$ cat src/rtl/bram_stream_reader.sv
// Read-side streamer for a single-port BRAM: walks an address range, absorbs the
// one-cycle read latency and presents the words as a valid/ready stream.
module bram_stream_reader #(
    parameter int unsigned DATA_WIDTH = 32,
    parameter int unsigned ADDR_WIDTH = 4
) (
    input  logic                  clk,
    input  logic                  rst,
    input  logic                  start,
    input  logic [ADDR_WIDTH-1:0] start_addr,
    input  logic [ADDR_WIDTH:0]   length,
    output logic                  busy,
    output logic                  done,
    output logic                  bram_wr,
    output logic [ADDR_WIDTH-1:0] bram_addr,
    input  logic [DATA_WIDTH-1:0] bram_rdata,
    output logic [DATA_WIDTH-1:0] m_data,
    output logic                  m_valid,
    output logic                  m_last,
    input  logic                  m_ready
);

    localparam int unsigned CNT_W      = ADDR_WIDTH + 1;
    localparam int unsigned FIFO_DEPTH = 4;
    localparam int unsigned PTR_W      = 2;
    localparam int unsigned OCC_W      = 3;

    typedef enum logic [0:0] {
        IDLE = 1'b0,
        RUN  = 1'b1
    } state_t;

    state_t                state_q, state_d;
    logic [CNT_W-1:0]      len_q, len_d;
    logic [CNT_W-1:0]      issued_q, issued_d;
    logic [ADDR_WIDTH-1:0] addr_d;
    logic                  v1_q, v2_q, l1_q, l2_q;
    logic                  issue, issue_last;
    logic                  push, pop, credit_ok;
    logic [OCC_W-1:0]      occ_q, occ_d;
    logic [PTR_W-1:0]      rd_q, rd_d, wr_q, wr_d;
    logic [DATA_WIDTH-1:0] mem_data [FIFO_DEPTH];
    logic [FIFO_DEPTH-1:0] mem_last;
    logic [DATA_WIDTH-1:0] head_data, data_d;
    logic                  head_last;
    logic                  busy_d, done_d, valid_d, last_d;

    assign bram_wr = 1'b0;

    always_ff @(posedge clk) begin
        if (rst) state_q <= IDLE;
        else     state_q <= state_d;
    end

    // Next state, read issue and the registered view of the FIFO head.
    always_comb begin
        state_d    = state_q;
        len_d      = len_q;
        issued_d   = issued_q;
        addr_d     = bram_addr;
        issue      = 1'b0;
        issue_last = 1'b0;
        done_d     = 1'b0;

        pop       = m_valid && m_ready;
        push      = v2_q;
        credit_ok = (occ_q + OCC_W'(v1_q) + OCC_W'(v2_q)) < OCC_W'(FIFO_DEPTH);

        case (state_q)
            IDLE: begin
                if (start) begin
                    if (length != '0) begin
                        // The accepting edge also issues the first read.
                        state_d    = RUN;
                        len_d      = length;
                        issued_d   = CNT_W'(1);
                        addr_d     = start_addr;
                        issue      = 1'b1;
                        issue_last = (length == CNT_W'(1));
                    end else begin
                        done_d = 1'b1;
                    end
                end
            end
            RUN: begin
                if ((issued_q < len_q) && credit_ok) begin
                    issue      = 1'b1;
                    issue_last = (issued_q == CNT_W'(len_q - CNT_W'(1)));
                    issued_d   = CNT_W'(issued_q + CNT_W'(1));
                    addr_d     = ADDR_WIDTH'(bram_addr + ADDR_WIDTH'(1));
                end
                if (pop && m_last) begin
                    state_d = IDLE;
                    done_d  = 1'b1;
                end
            end
            default: state_d = IDLE;
        endcase

        occ_d = OCC_W'(occ_q + OCC_W'(push) - OCC_W'(pop));
        rd_d  = PTR_W'(rd_q + PTR_W'(pop));
        wr_d  = PTR_W'(wr_q + PTR_W'(push));

        // A push lands on the new head only when the FIFO drains to empty this cycle.
        if (push && (wr_q == rd_d)) begin
            head_data = bram_rdata;
            head_last = l2_q;
        end else begin
            head_data = mem_data[rd_d];
            head_last = mem_last[rd_d];
        end

        valid_d = (occ_d != '0);
        data_d  = valid_d ? head_data : '0;
        last_d  = valid_d && head_last;
        busy_d  = (state_d == RUN);
    end

    always_ff @(posedge clk) begin
        if (rst) begin
            len_q     <= '0;
            issued_q  <= '0;
            bram_addr <= '0;
            v1_q      <= 1'b0;
            v2_q      <= 1'b0;
            l1_q      <= 1'b0;
            l2_q      <= 1'b0;
            occ_q     <= '0;
            rd_q      <= '0;
            wr_q      <= '0;
            mem_last  <= '0;
            for (int i = 0; i < FIFO_DEPTH; i++) mem_data[i] <= '0;
            busy      <= 1'b0;
            done      <= 1'b0;
            m_valid   <= 1'b0;
            m_last    <= 1'b0;
            m_data    <= '0;
        end else begin
            len_q     <= len_d;
            issued_q  <= issued_d;
            bram_addr <= addr_d;
            v1_q      <= issue;
            v2_q      <= v1_q;
            l1_q      <= issue_last;
            l2_q      <= l1_q;
            occ_q     <= occ_d;
            rd_q      <= rd_d;
            wr_q      <= wr_d;
            if (push) begin
                mem_data[wr_q] <= bram_rdata;
                mem_last[wr_q] <= l2_q;
            end
            busy      <= busy_d;
            done      <= done_d;
            m_valid   <= valid_d;
            m_last    <= last_d;
            m_data    <= data_d;
        end
    end

endmodule

$ cat config.mk
export PLATFORM = sky130hd
export DESIGN_NAME = bram_stream_reader
export DESIGN_NICKNAME = d
export VERILOG_FILES = /design/src/rtl/bram_stream_reader.sv
export SDC_FILE = /design/constraint.sdc
export NUM_CORES = 1
export LEC_CHECK = 0
export BUFFER_PORTS_ARGS = -buffer_cell sky130_fd_sc_hd__buf_2
export CORE_AREA = 2 2 140 115
export DETAILED_ROUTE_END_ITERATION = 12
export DIE_AREA = 0 0 142 117
export GPL_TIMING_DRIVEN = 1
export HOLD_SLACK_MARGIN = 0.05
export PLACE_DENSITY_LB_ADDON = 0.05
export SETUP_SLACK_MARGIN = 0.05
export SYNTH_ARGS = -nofsm -noshare
export SYNTH_HDL_FRONTEND = slang
export SYNTH_SLANG_ARGS = --single-unit
$ cat constraint.sdc
create_clock -name clk -period 3.75 [get_ports clk]
set_clock_uncertainty 0.2 [all_clocks]
set_input_delay 0.375 -clock clk [delete_from_list [all_inputs] [get_ports clk]]
set_output_delay 0.375 -clock clk [all_outputs]
set_load 0.02 [all_outputs]
# Word-level counts from Yosys, hierarchy flattened
# Memory sizes are Yosys's and may differ from the RTL's. A register that Yosys moved wholly into a read port is not among the register bits.
# Cells that the tools add are included.
# word_totals
reg_bits	33
ramBits	128
in_bits	45
out_inout_bits	41
elab_cells	86
mem_count	1
# mem_list
name	words	word_bits	read_ports	rd_clocked_by_memory_dff	wr	line_no	rtl
mem_data	4	32	1	1	4	42	logic [DATA_WIDTH-1:0] mem_data [FIFO_DEPTH];
# classes
add_sub_neg	9
n_lt_le_gt_ge	5
eq_ne	6
muxes	36
bitwise_logic	2
reduce_logical	12
# ops
cell	n
$mux W32	1
$reduce_or A32 Y1	1
$mux W1	19
$mux W5	3
$mux W4	3
$pmux W5 S2	1
$add A3 B1 Y3	3
$pmux W1 S2	4
$pmux W4 S2	1
$logic_and A1 B1 Y1	6
$lt A2 B3 Y1 const B	2
$reduce_and A3 Y1	2
$add A5 B1 Y5 const B	1
$eq A5 B1 Y1 const B	1
$eq A5 B5 Y1	1
$lt A5 B5 Y1	1
$reduce_bool A5 Y1	1
$sub A5 B1 Y5 const B	1
$add A2 B1 Y2	2
$add A4 B1 Y4 const B	1
$bwmux W4	1
$ne A2 B2 Y1 const B	2
$lt A3 B3 Y1 const B	1
$reduce_bool A3 Y1	1
other kinds (9)	10

# Logic depth before layout (Yosys ltp)
# Gate-level depths: netlist of run 1.
# depth
word_depth	6
ltp_mapped	11
mapped_depth_nobuf	9

# Worst setup path after synthesis of run 1
# Ideal clock, no wire load.
# synth_timing
kind	reg2reg
from	reg m_valid
to	reg m_data[0] (read register of mem_data)
setup_time_ps	129
t_arrival_ps	2418
t_required_ps	3421
slack_ps	1003
path_stages_with_launch	12
path_buffers	2
period_less_slack_ps	2747
path_cell_list	dfxtp_1 > and2_1 > ha_1 > inv_1 > ha_1 > fa_1 > xnor2_1 > xnor2_1 > a21o_1 > clkbuf_1 > clkbuf_1 > nor2_1
# synth_via
elab_chain_len	5
elab_cells_between_ends	6
classes_between	add/sub (2); bitwise (1); reduce/logical (3)
# synth_lines
item	line_no	rtl
start, declared	18	output logic m_valid,
start signal, assigned	155	m_valid <= valid_d;
$logic_and A1 B1 Y1 (*)	65	pop = m_valid && m_ready;
$sub A3 B1 Y3	100	occ_d = OCC_W'(occ_q + OCC_W'(push) - OCC_W'(pop));
$reduce_bool A3 Y1	113	valid_d = (occ_d != '0);
$not A1 Y1 (no line)	-	
$reduce_or A2 Y1 (no line)	-	
end, declared	17	output logic [DATA_WIDTH-1:0] m_data,
# Every way passes the cells marked *; elsewhere a longest branch is shown, timed or not.
# A chain may end at the register's enable or synchronous reset.

# Worst setup path in the final report of run 1
# layout_timing
from	reg m_valid
to	reg m_data[20] (read register of mem_data)
# layout_via
elab_cells_between_ends	6
classes_between	add/sub (2); bitwise (1); reduce/logical (3)
# layout_rtl
item	line_no	rtl
$logic_and A1 B1 Y1	65	
$add A2 B1 Y2	101	rd_d = PTR_W'(rd_q + PTR_W'(pop));
named net rd_d[0]	41	logic [PTR_W-1:0] rd_q, rd_d, wr_q, wr_d;
# The timed path passes the listed nets, and every way through them passes these cells.

==> results of run 1 <==
-- where the power goes --
| group | internal, W | switching [W] | leakage, nW | total, W |
|---|---|---|---|---|
| Clock | 0.00105 | 0.000761 | 0.268 | 0.00181 |
| Combinational | 0.000583 | 0.000767 | 1.96 | 0.00135 |
| Sequential | 0.00248 | 0.0000883 | 1.86 | 0.00257 |
-- cell usage in the layout, fill, tap and decap left out, drive strengths merged, types with 3 or more instances in the layout --
| master | Yosys | layout |
|---|---|---|
| ha | 13 | 13 |
| nor3 | 3 | 3 |
| xnor2 | 10 | 10 |
| nand2b | 6 | 6 |
| buf | 18 | 98 |
| clkbuf | 19 | 22 |
| nor2b | 12 | 12 |
| a21o | 3 | 3 |
| inv | 45 | 45 |
| nand3b | 3 | 3 |
| a21oi | 10 | 10 |
| edfxtp | 128 | 128 |
| mux2i | 40 | 40 |
| clkinvlp | 0 | 4 |
| nand3 | 11 | 11 |
| nor2 | 154 | 154 |
| dfxtp | 65 | 65 |
| o21ai | 4 | 4 |
| clkinv | 0 | 3 |
| nand2 | 41 | 41 |
| a211oi | 4 | 4 |
| dlygate4sd3 | 0 | 4 |
| mux4 | 33 | 33 |
| bufinv | 0 | 3 |
-- area by class of cell --
class                      instances  share of cell area [%]
timing repair buffer             102                    6.07
clock buffer                      22                    4.66
tap                              193                    2.54
inverter                          45                    1.77
multi-input combinational        379                    29.5
clock inverter                    10                    1.45
sequential                       193                    54.0
-- layer usage --
layer / share of wire [%] / wire (um)
met5: 0 / 0
met4: 0.55 / 95
met3: 5.8 / 1010
met2: 51 / 8790
met1: 43 / 7390
-- worst paths after layout --
| kind | end | slack (ns) | startpoint | cells after the start |
|---|---|---|---|---|
| max | m_data[20]$_SDFF_PP0_ | 0.89 | m_valid$_SDFF_PP0_ | 8 |
| min | len_q[0]$_SDFFE_PP0P_ | 0.07 | length[0] | 3 |
| max reg2reg | m_data[20]$_SDFF_PP0_ | 0.89 | m_valid$_SDFF_PP0_ | 8 |
| min reg2reg | l2_q$_SDFF_PP0_ | 0.24 | l1_q$_SDFF_PP0_ | 1 |
-- stage by stage --
| stage | area, um^2 | total power (W) |
|---|---|---|
| finish | 9520 | 0.00573 |
| global route | 9520 | 0.00600 |
| CTS | 9520 | 0.00579 |
| detailed placement | 8900 | 0.00399 |
| global placement | 8900 | 0.00396 |
| floorplan | 8260 | 0.00358 |
-- worst max-delay path, cell delays in order (launching register included) --
cell and delay [ns]:
dfxtp_1 0.32, and2_1 0.26, ha_2 0.43, or4b_1 0.60, a211oi_2 0.29, a211oi_4 0.06
buf_4 0.29, mux2i_1 0.22, nor2_1 0.06
-- repair_timing --
item,4_1_cts,5_1_grt
endpoints found under the hold margin,4,0
hold buffers,4,0
gates resized for setup,0,0
-- sequential cells by signal (all words and copies together) (netlist names) --
| name | cells |
|---|---|
| wr_q | 2 |
| m_last | 1 |
| l1_q | 1 |
| occ_q | 3 |
| bram_addr | 4 |
| v1_q | 1 |
| rd_q | 2 |
| mem_data | 128 |
| m_valid | 1 |
| mem_last | 4 |
| len_q | 5 |
| done | 1 |
| push | 1 |
| busy | 1 |
| l2_q | 1 |
| issued_q | 5 |
| m_data | 32 |
-- logic make-up (layout without fill, tap and decap cells) --
kind of cell | Yosys count | in the layout | synth area share [%]
other | 1 | 1 | 0.0454
AND/OR/NAND/NOR | 242 | 242 | 12.4
buffers and inverters | 82 | 179 | 4.15
multiplexers | 75 | 75 | 14.1
XOR/XNOR | 12 | 12 | 1.36
flip-flops | 193 | 193 | 62.3
adder cells (fa/ha/maj) | 14 | 14 | 2.21
AO/OA/AOI/OAI | 35 | 35 | 3.36
==> summary.md, run 1 <==
| Metric | Value |
|---|---|
| Outcome | `finished, final reports clean` |
| CP Max Fanout | `22` |
| Mapped Cells | `~650` |
| DR iter-0 viols | `~350` |
| Crit path arrival time | `just under 3 ns` |
| DRC viols | `0` |
| Most used flip-flop cell after synthesis | `edfxtp_1` |
| Initial antenna violation count | `0` |
| YS warnings | `0` |
| Multi-input gate area | `2810 um^2` |
| Critical Path RT | `3.87 ns` |
| Post-route core utilization | `just over 60%` |
| Worst slew pin tran | `a little under 1 ns` |
| Routability cong. | `0.847` |
| Tcrit/Tclk final | `between 70% and 80%` |
| Initial Util | `53.8%` |
| Cell Rows | `41` |
| Post-placement cell count | `between 900 and 1k` |
| Die H | `roughly 120 um` |
| Pwr dens | `602 nW/um^2` |
| CP endpoint kind | `flop` |
| Met3 Track Usage GR | `roughly 5.5%` |
| Die W | `roughly 140 um` |
| Via count | `around 5.1k` |
| Synth cell types | `53` |
| Final hold violations | `0` |
| Pin count of the biggest net entering global routing | `roughly 40` |
| Vias in the first global route | `~5.2k` |
| Final ANT Viol Nets | `0` |
| Sink Count | `between 150 and 200` |
| Setup-failing EPs final | `0` |
| Tmin final | `approximately 2.9 ns` |
| Setup TNS | `0 ns` |
| EDFF count, synth | `approximately 130` |
| Max IR drop VDD | `around 0.00033 V` |
| Drt total wl | `17300 um` |
| Reg clk slew, reported paths | `0.07 ns` |
| Skew-Pair Late Insertion Delay | `~0.43 ns` |
| Routed vias/inst | `about 5.4` |
| Async SR Flop Fraction | `0%` |
| Final WS setup | `0.888 ns` |
| RSZ-0062 raised after global routing | `no` |
| Post-place setup slack | `~0.73 ns` |
| First-pass DRT Iterations | `4` |
| Synthesized area per cell | `12.6 um^2` |
| H-tree levels | `4` |
| Most frequent cell after synthesis | `nor2_1` |
| Post-synth net total | `between 700 and 800` |
| Leading area contributor after synthesis | `edfxtp_1` |
| Fin cells | `944` |
| Yosys reg bits | `~190` |
| Hold crit path type | `in2reg` |
| Most Crowded Layer GR | `met2` |
| Fillers | `about 1.2k` |
| Setup CP Type | `reg2reg` |
| Post-synth top cells | `nor2_1 (154), edfxtp_1 (128), dfxtp_1 (65)` |
| Clock Path Buffers | `2` |
| Met1 GRT Util | `28.9%` |
| Achievable Freq | `between 0.3 and 0.4 GHz` |
| Core area | `between 15000 and 20000 um^2` |
| Seq/Total Area, Yosys | `between 60% and 70%` |
| Post-CTS Setup Bufs | `0` |
| Maxcap violations | `0` |
| Area share of the largest cell type after synthesis | `46.5%` |
| CTS tree | `yes` |
| Synth top area cells | `edfxtp_1 (47%), dfxtp_1 (16%), mux4_2 (9.0%)` |
| I/O Buffers | `84` |
| Hpwl dp | `10700 um` |
| Total CTS buffers | `17` |
| Final Max Slew Viols | `0` |
| Remaining Overflow, GRT | `0` |
| Layout Nets | `roughly 800` |
| Diode count | `0` |
| DR WL/cell | `between 15 and 20 um` |
| I/O pin count | `86` |
| Synth Cell Area | `8260 um^2` |
| LEAKAGE | `roughly 4.1 nW` |
| Worst Hold Slack | `0.0745 ns` |
| Max_slew headroom | `between 30 and 40%` |
| Layout area overhead | `15.3%` |
| Total track usage | `between 20% and 30%` |
| Die Area | `roughly 17000 um^2` |
| Ratio of cells with drive above 1 in the final layout | `23.6%` |
| Root Buffer | `clkbuf_16` |
| CP Launch Type | `flop` |
| M2 GR Usage | `approximately 39%` |
| First-pass GRT wire length | `roughly 28000 um` |
| Register area | `5140 um^2` |
No activity file was read; power rests on OpenSTA's default activity.
==> inputs of run 2 (changes only) <==
--- a/config.mk
+++ b/config.mk
@@ -5,10 +5,11 @@
 export SDC_FILE = /design/constraint.sdc
 export NUM_CORES = 1
 export LEC_CHECK = 0
+export ABC_AREA = 1
 export BUFFER_PORTS_ARGS = -buffer_cell sky130_fd_sc_hd__buf_2
-export CORE_AREA = 2 2 140 115
+export CORE_AREA = 2 2 144 118
 export DETAILED_ROUTE_END_ITERATION = 12
-export DIE_AREA = 0 0 142 117
+export DIE_AREA = 0 0 146 120
 export GPL_TIMING_DRIVEN = 1
 export HOLD_SLACK_MARGIN = 0.05
 export PLACE_DENSITY_LB_ADDON = 0.05
==> constraint.sdc (replaced) <==
create_clock -name clk -period 2.85 [get_ports clk]
set_clock_uncertainty 0.2 [all_clocks]
set_input_delay 0.285 -clock clk [delete_from_list [all_inputs] [get_ports clk]]
set_output_delay 0.285 -clock clk [all_outputs]
set_load 0.02 [all_outputs]
==> run 2 against run 1 <==
Effect of this change: hold slack worse by 0.0070 ns; fmax is 17% higher; clock-buffer cell count is 5 lower; flip-flop and latch count stayed put; sequential share of layout area is 4.8 points lower; area after synthesis is 5.7% higher; cell area is 9.7% higher; sequential power is 33% higher.
==> summary.md, run 2 <==
| Metric | Value |
|---|---|
| Critical path startpoint | `m_valid$_SDFF_PP0_` |
| Die Area | `17500 um^2` |
| Layout area overhead | `19.7%` |
| Crit path arrival time | `around 2.6 ns` |
| Core area | `~16000 um^2` |
| Critical Path RT | `around 3.0 ns` |
| Cell Rows | `between 40 and 50` |
| Most common cell after layout, fill and taps aside | `nand2_1` |
| Setup TNS | `0 ns` |
| Net Sw Frac | `~34%` |
| First-pass DRT Iterations | `5` |
| Top flop regs | `mem_data: 128 flops, m_data: 32 flops` |
| Total CTS buffers | `17` |
| Synth top area cells | `edfxtp_1 (44%), dfxtp_1 (15%), nand2_1 (14%)` |
| Seq/Total Area, Yosys | `approximately three fifths` |
| Post-Synth Simple-Gate Area | `about a quarter` |
| Total track usage | `about a quarter` |
| Synthesized area per cell | `between 8 and 9 um^2` |
| Comb pwr share | `~28%` |
| RSZ-0062 raised after global routing | `no` |
| Max_slew headroom | `between 40% and 50%` |
| Max IR drop VDD | `around 0.0005 V` |
| EDFF count, synth | `between 100 and 150` |
| Leading area contributor after synthesis | `edfxtp_1` |
| CP endpoint kind | `flop` |
| Ratio of cells with drive above 1 in the final layout | `between 10% and 20%` |
| I/O Buffers | `between 80 and 90` |
| Sink Count | `193` |
| Post-synthesis mux area share | `less than 1%` |
| Area share of the largest cell type after synthesis | `about 44%` |
| Worst path max stage delay | `between 0.4 and 0.5 ns` |
| Most frequent cell after synthesis | `nand2_1` |
| Tmin final | `between 2 and 2.5 ns` |
| Setup CP Type | `reg2reg` |
| Sequential power share | `41.9%` |
| CP Max Fanout | `19` |
| Most frequent cell on the critical path | `inv_1` |
| LEAKAGE | `between 4 and 5 nW` |
| Layout Nets | `1170` |
| I/O pin count | `86` |
| Most used flip-flop cell after synthesis | `edfxtp_1` |
| H-tree levels | `4` |
| Drt total wl | `between 20000 and 25000 um` |
| Largest family of logic cells by synthesized area | `simple AND/OR/NAND/NOR gates` |
| Cells resized by post-CTS repair | `0` |
| Worst slew pin tran | `0.854 ns` |
| Die W | `~150 um` |
| Tcrit/Tclk final | `~86%` |
| Yosys reg bits | `just under 200` |
| Achievable Freq | `0.410 GHz` |
| Worst flop-to-flop path startpoint | `m_valid$_SDFF_PP0_` |
| Initial Util | `53.9%` |
| Int Pwr | `approximately 0.0054 W` |
| Vias in the first global route | `6512` |
| Maxcap violations | `0` |
| Remaining Overflow, GRT | `0` |
| Pwr dens | `about 800 nW/um^2` |
| Synth Cell Area | `slightly below 9000 um^2` |
| Mapped Cells | `approximately 990` |
| CP Launch Type | `flop` |
| Final hold violations | `0` |
| Setup-failing EPs final | `0` |
| Xor and xnor area share after synthesis | `between 1 and 1.5%` |
| Synth cell types | `32` |
| Most frequent cells in the layout | `nand2_1 (325), nor2_1 (140), edfxtp_1 (128)` |
| Outcome | `finished, final reports clean` |
| Async SR Flop Fraction | `0%` |
| Post-synth net total | `approximately 1.1k` |
| Clock Path Buffers | `2` |
| CTS tree | `yes` |
| Initial antenna violation count | `0` |
| Final ANT Viol Nets | `0` |
| Post-synth top cells | `nand2_1 (325), nor2_1 (140), edfxtp_1 (128)` |
| Post-CTS Setup Bufs | `0` |
| CP Cell Sequence | `nand2_1 > inv_1 > ha_1 > inv_1 > ha_1 > fa_1 > inv_1 > nand2_1 > o21ai_2 > buf_4 > a21oi_1` |
| Reg clk slew, reported paths | `about 0.070 ns` |
| Biggest register | `mem_data` |
| Fillers | `about 1.4k` |
| Root Buffer | `clkbuf_16` |
| Die H | `around 120 um` |
| DRC viols | `0` |
| Adder-cell area share of the yosys netlist | `under 10%` |
| Tot Pwr | `approximately 0.008 W` |
| Skew-Pair Late Insertion Delay | `0.43 ns` |
| Pin count of the biggest net entering global routing | `47` |
| First-pass GRT wire length | `around 34000 um` |
| Diode count | `0` |
| Routability cong. | `0.829` |
| CP max-delay cell | `fa_1` |
| DR iter-0 viols | `580` |
| Hold path startpoint | `bram_rdata[10]` |
| Hpwl dp | `approximately 12000 um` |
| Routed vias/inst | `5.08` |
| Switching Power | `~0.0028 W` |
| DR WL/cell | `approximately 16 um` |
| Hold crit path type | `in2reg` |
| Complex-gate fraction of the synthesized area | `about 6.1%` |
| YS warnings | `0` |
| Final Max Slew Viols | `0` |
| Via count | `approximately 6.8k` |
| Clk network pwr share | `~30%` |
| Max reg flops | `approximately 130` |
run 2: path summary, 6_finish.rpt:
check | endpoint | slack, ns | depth (start not counted)
worst max register to register | m_data[15]$_SDFF_PP0_ | 0.41 | 11
worst min register to register | l2_q$_SDFF_PP0_ | 0.20 | 2
worst max-delay path | m_data[15]$_SDFF_PP0_ | 0.41 | 11
worst min-delay path | mem_data[3][10]$_DFFE_PP_ | 0.07 | 3
run 2: logic make-up after synthesis:
logic type | Yosys count
adder cells (fa/ha/maj) | 14
multiplexers | 1
AND/OR/NAND/NOR | 544
buffers and inverters | 130
XOR/XNOR | 11
other | 1
AO/OA/AOI/OAI | 100
flip-flops | 193
run 2: layout make-up:
| type | instances | area, um^2 | share of cell area (%) |
|---|---|---|---|
| Clock buffer | 17 | 425 | 4.07 |
| Clock inverter | 15 | 178 | 1.70 |
| Inverter | 76 | 285 | 2.73 |
| Multi-Input combinational cell | 671 | 3060 | 29.3 |
| Sequential cell | 193 | 5140 | 49.3 |
| Tap cell | 220 | 275 | 2.64 |
| Timing Repair Buffer | 152 | 1070 | 10.3 |
run 2: worst max-delay path, delay by kind of cell (launching register included):
kind / cells / cell delay, ns
adder cells (fa/ha/maj): 3 / 0.90
buffers and inverters: 4 / 0.52
flip-flops: 1 / 0.31
AO/OA/AOI/OAI: 2 / 0.26
AND/OR/NAND/NOR: 2 / 0.12
run 2: stage by stage:
step	cells	instance area, um^2	worst slack, ns	hold WS, ns	util (%)
floorplan	994	8730	0.0771	0.188	-
global placement	1270	9420	0.425	0.195	58.2
detailed placement	1270	9420	0.329	0.192	58.2
CTS	1344	10400	0.388	0.0572	64.5
global route	1344	10400	0.259	0.0759	64.5
finish	1344	10400	0.410	0.0675	64.5
run 2: power by group through the flow:
stage	combinational [W]	sequential, W	clock, W
after floorplan	0.00134	0.00370	0
after global placement	0.00223	0.00348	0
after detailed placement	0.00226	0.00348	0
after CTS	0.00232	0.00342	0.00247
after global routing	0.00258	0.00345	0.00257
final	0.00230	0.00342	0.00244
run 2: timing repair:
action / in CTS / in global routing
endpoints found under the hold margin: 115 / 0
setup endpoints to repair: 0 / 0
hold buffers: 42 / 0
run 2: per-layer routing:
metal  GRT usage (%)  vias to the layer above  share of wire [%]
met2            40.2                      176                 46
met1            35.5                     3214                 48
met4            5.52                        0               0.90
met5               0                        -                  0
li1                -                     3421                  -
met3            4.26                       17                5.2
==> inputs of run 3 (changes only) <==
--- a/config.mk
+++ b/config.mk
@@ -12,7 +12,7 @@
 export DIE_AREA = 0 0 146 120
 export GPL_TIMING_DRIVEN = 1
 export HOLD_SLACK_MARGIN = 0.05
-export PLACE_DENSITY_LB_ADDON = 0.05
+export PLACE_DENSITY_LB_ADDON = 0.25
 export SETUP_SLACK_MARGIN = 0.05
 export SYNTH_ARGS = -nofsm -noshare
 export SYNTH_HDL_FRONTEND = slang
==> run 3 against run 2 <==
Effect of this change: core utilization shrank 0.14 points; highest routed layer unchanged; hold slack gained 0.0061 ns; critical endpoint is now m_last$_SDFF_PP0_; worst setup slack gained 0.0062 ns; critical path depth grew 2; final cell count shrank 0.15%; fmax grew 0.26%; register-to-register slack is essentially flat; largest power group unchanged.
==> summary.md, run 3 (synthesized netlist as in run 2, its figures left out) <==
| Metric | Value |
|---|---|
| Layout area overhead | `19.4%` |
| Maxcap violations | `0` |
| Crit path arrival time | `roughly 2.6 ns` |
| CP Cell Sequence | `nand2_1 > inv_1 > ha_1 > inv_1 > ha_1 > fa_1 > inv_1 > nand2_1 > o21ai_2 > buf_12 > inv_1 > nand2_1 > nor2_1` |
| Multi-input gate area | `a little over 3000 um^2` |
| Tmin final | `roughly 2.4 ns` |
| Ratio of cells with drive above 1 in the final layout | `approximately 16%` |
| DR WL/cell | `~15 um` |
| Final Max Slew Viols | `0` |
| Max_slew headroom | `just under 30%` |
| Most frequent cell on the critical path | `inv_1` |
| Skew-Pair Late Insertion Delay | `around 0.42 ns` |
| Hold crit path type | `in2reg` |
| Top flop regs | `mem_data: 128 flops, m_data: 32 flops` |
| R2R Path End | `m_last$_SDFF_PP0_` |
| Initial antenna violation count | `0` |
| Die H | `between 100 and 150 um` |
| Reg2reg path depth | `13` |
| Clk network pwr share | `around 30%` |
| Vias in the first global route | `approximately 6.6k` |
| Total track usage | `between 20 and 25%` |
| Final ANT Viol Nets | `0` |
| Post-DP Area | `between 9000 and 10000 um^2` |
| I/O Buffers | `84` |
| Routability cong. | `around 0.82` |
| Cell Rows | `42` |
| Fillers | `1380` |
| Max IR drop VDD | `between 0.0005 and 0.0006 V` |
| Worst R2R Setup Slack | `about 0.42 ns` |
| Remaining Overflow, GRT | `0` |
| Outcome | `finished, final reports clean` |
| Worst flop-to-flop path startpoint | `m_valid$_SDFF_PP0_` |
| Sequential power share | `a little over two fifths` |
| Net Sw Frac | `32.8%` |
| Int Pwr | `around 0.0055 W` |
| Setup CP Type | `reg2reg` |
| Tcrit/Tclk final | `85.4%` |
| Setup-failing EPs final | `0` |
| RSZ-0062 raised after global routing | `no` |
| Diode count | `0` |
| Final hold violations | `0` |
| Register area | `around 5000 um^2` |
| Switching Power | `0.00268 W` |
| Initial Util | `a little over half` |
| Final instance area | `roughly 10000 um^2` |
| Achievable Freq | `0.411 GHz` |
| Pin count of the biggest net entering global routing | `48` |
| Hold path startpoint | `start_addr[2]` |
| CTS tree | `yes` |
| Layout Nets | `about 1.2k` |
| Critical path destination | `m_last$_SDFF_PP0_` |
| Drt total wl | `a little over 20000 um` |
| Core area | `about 16000 um^2` |
| First-pass DRT Iterations | `5` |
| Max reg flops | `128` |
| Biggest register | `mem_data` |
| Die Area | `17500 um^2` |
| Critical path startpoint | `m_valid$_SDFF_PP0_` |
| CP Launch Type | `flop` |
| Cells resized by post-CTS repair | `0` |
| Most common cell after layout, fill and taps aside | `nand2_1` |
| Root Buffer | `clkbuf_16` |
| Most frequent cells in the layout | `nand2_1 (325), nor2_1 (140), edfxtp_1 (128)` |
| CP max-delay cell | `fa_1` |
| Hpwl dp | `between 10000 and 15000 um` |
| Worst path max stage delay | `0.44 ns` |
| LEAKAGE | `approximately 4.8 nW` |
| Routed vias/inst | `~5.1` |
| Hold buffers post-CTS | `40` |
| Comb pwr share | `28.5%` |
| CP Max Fanout | `33` |
| CP endpoint kind | `flop` |
| H-tree levels | `4` |
| DR iter-0 viols | `slightly below 600` |
| Sink Count | `around 190` |
| Total CTS buffers | `17` |
| Clock Path Buffers | `2` |
| Via count | `~7k` |
| Post-CTS Setup Bufs | `0` |
| Reg clk slew, reported paths | `around 0.070 ns` |
| Pwr dens | `785 nW/um^2` |
| Setup TNS | `0 ns` |
| Worst slew pin tran | `1.05 ns` |
| I/O pin count | `between 80 and 90` |
| First-pass GRT wire length | `between 30000 and 40000 um` |
| DRC viols | `0` |
| Critical Path RT | `~3.0 ns` |
| Die W | `between 100 and 150 um` |
==> run 3: critical path, delay by kind of cell (launching register included) <==
kind / cells / cell delay (ns)
AOI/OAI and AO/OA: 1 / 0.18
adders and majority gates: 3 / 0.89
buffers and inverters: 5 / 0.51
DFF: 1 / 0.31
and+or+nand+nor: 4 / 0.24
==> run 3: final cells by class <==
type                            count  share of cell area (%)
Sequential cell                   193                    49.4
Multi-Input combinational cell    671                    29.4
Timing Repair Buffer              150                    10.1
Clock buffer                       18                    4.21
Inverter                           76                    2.74
Tap cell                          220                    2.64
Clock inverter                     14                    1.55
==> run 3: worst min path at each step <==
stage,end,slack [ns],depth (start not counted)
2_1_floorplan,l2_q$_SDFF_PP0_,0.19,2
3_3_place_gp,l2_q$_SDFF_PP0_,0.20,2
3_5_place_dp,l2_q$_SDFF_PP0_,0.20,2
4_1_cts,bram_addr[2]$_SDFFE_PP0P_,0.06,7
5_1_grt,done$_SDFF_PP0_,0.08,4
6_report,bram_addr[2]$_SDFFE_PP0P_,0.07,7
==> run 3: power groups by stage <==
stage	Sequential, W	Clock, W	Combinational [W]
after global placement	0.00349	0	0.00221
final	0.00343	0.00243	0.00233
after detailed placement	0.00348	0	0.00226
after floorplan	0.00370	0	0.00134
after CTS	0.00343	0.00246	0.00233
after global routing	0.00345	0.00256	0.00258
==> run 3: metal layers <==
layer,global-route usage (%),wire [um],vias to the layer above
met1,32.4,9430,3244
li1,-,-,3425
met4,6.98,189,0
met5,0,0,-
met2,40.6,9880,186
met3,4.41,1100,15
==> run 3: through the flow <==
stage	power [W]	worst slack (ns)	hold WS, ns	utilization (%)	std cells
2_1_floorplan	0.00503	0.0771	0.188	-	994
3_3_place_gp	0.00570	0.420	0.197	58.2	1270
3_5_place_dp	0.00574	0.372	0.196	58.2	1270
4_1_cts	0.00821	0.412	0.0582	64.4	1342
5_1_grt	0.00859	0.283	0.0773	64.4	1342
6_report	0.00818	0.416	0.0735	64.4	1342
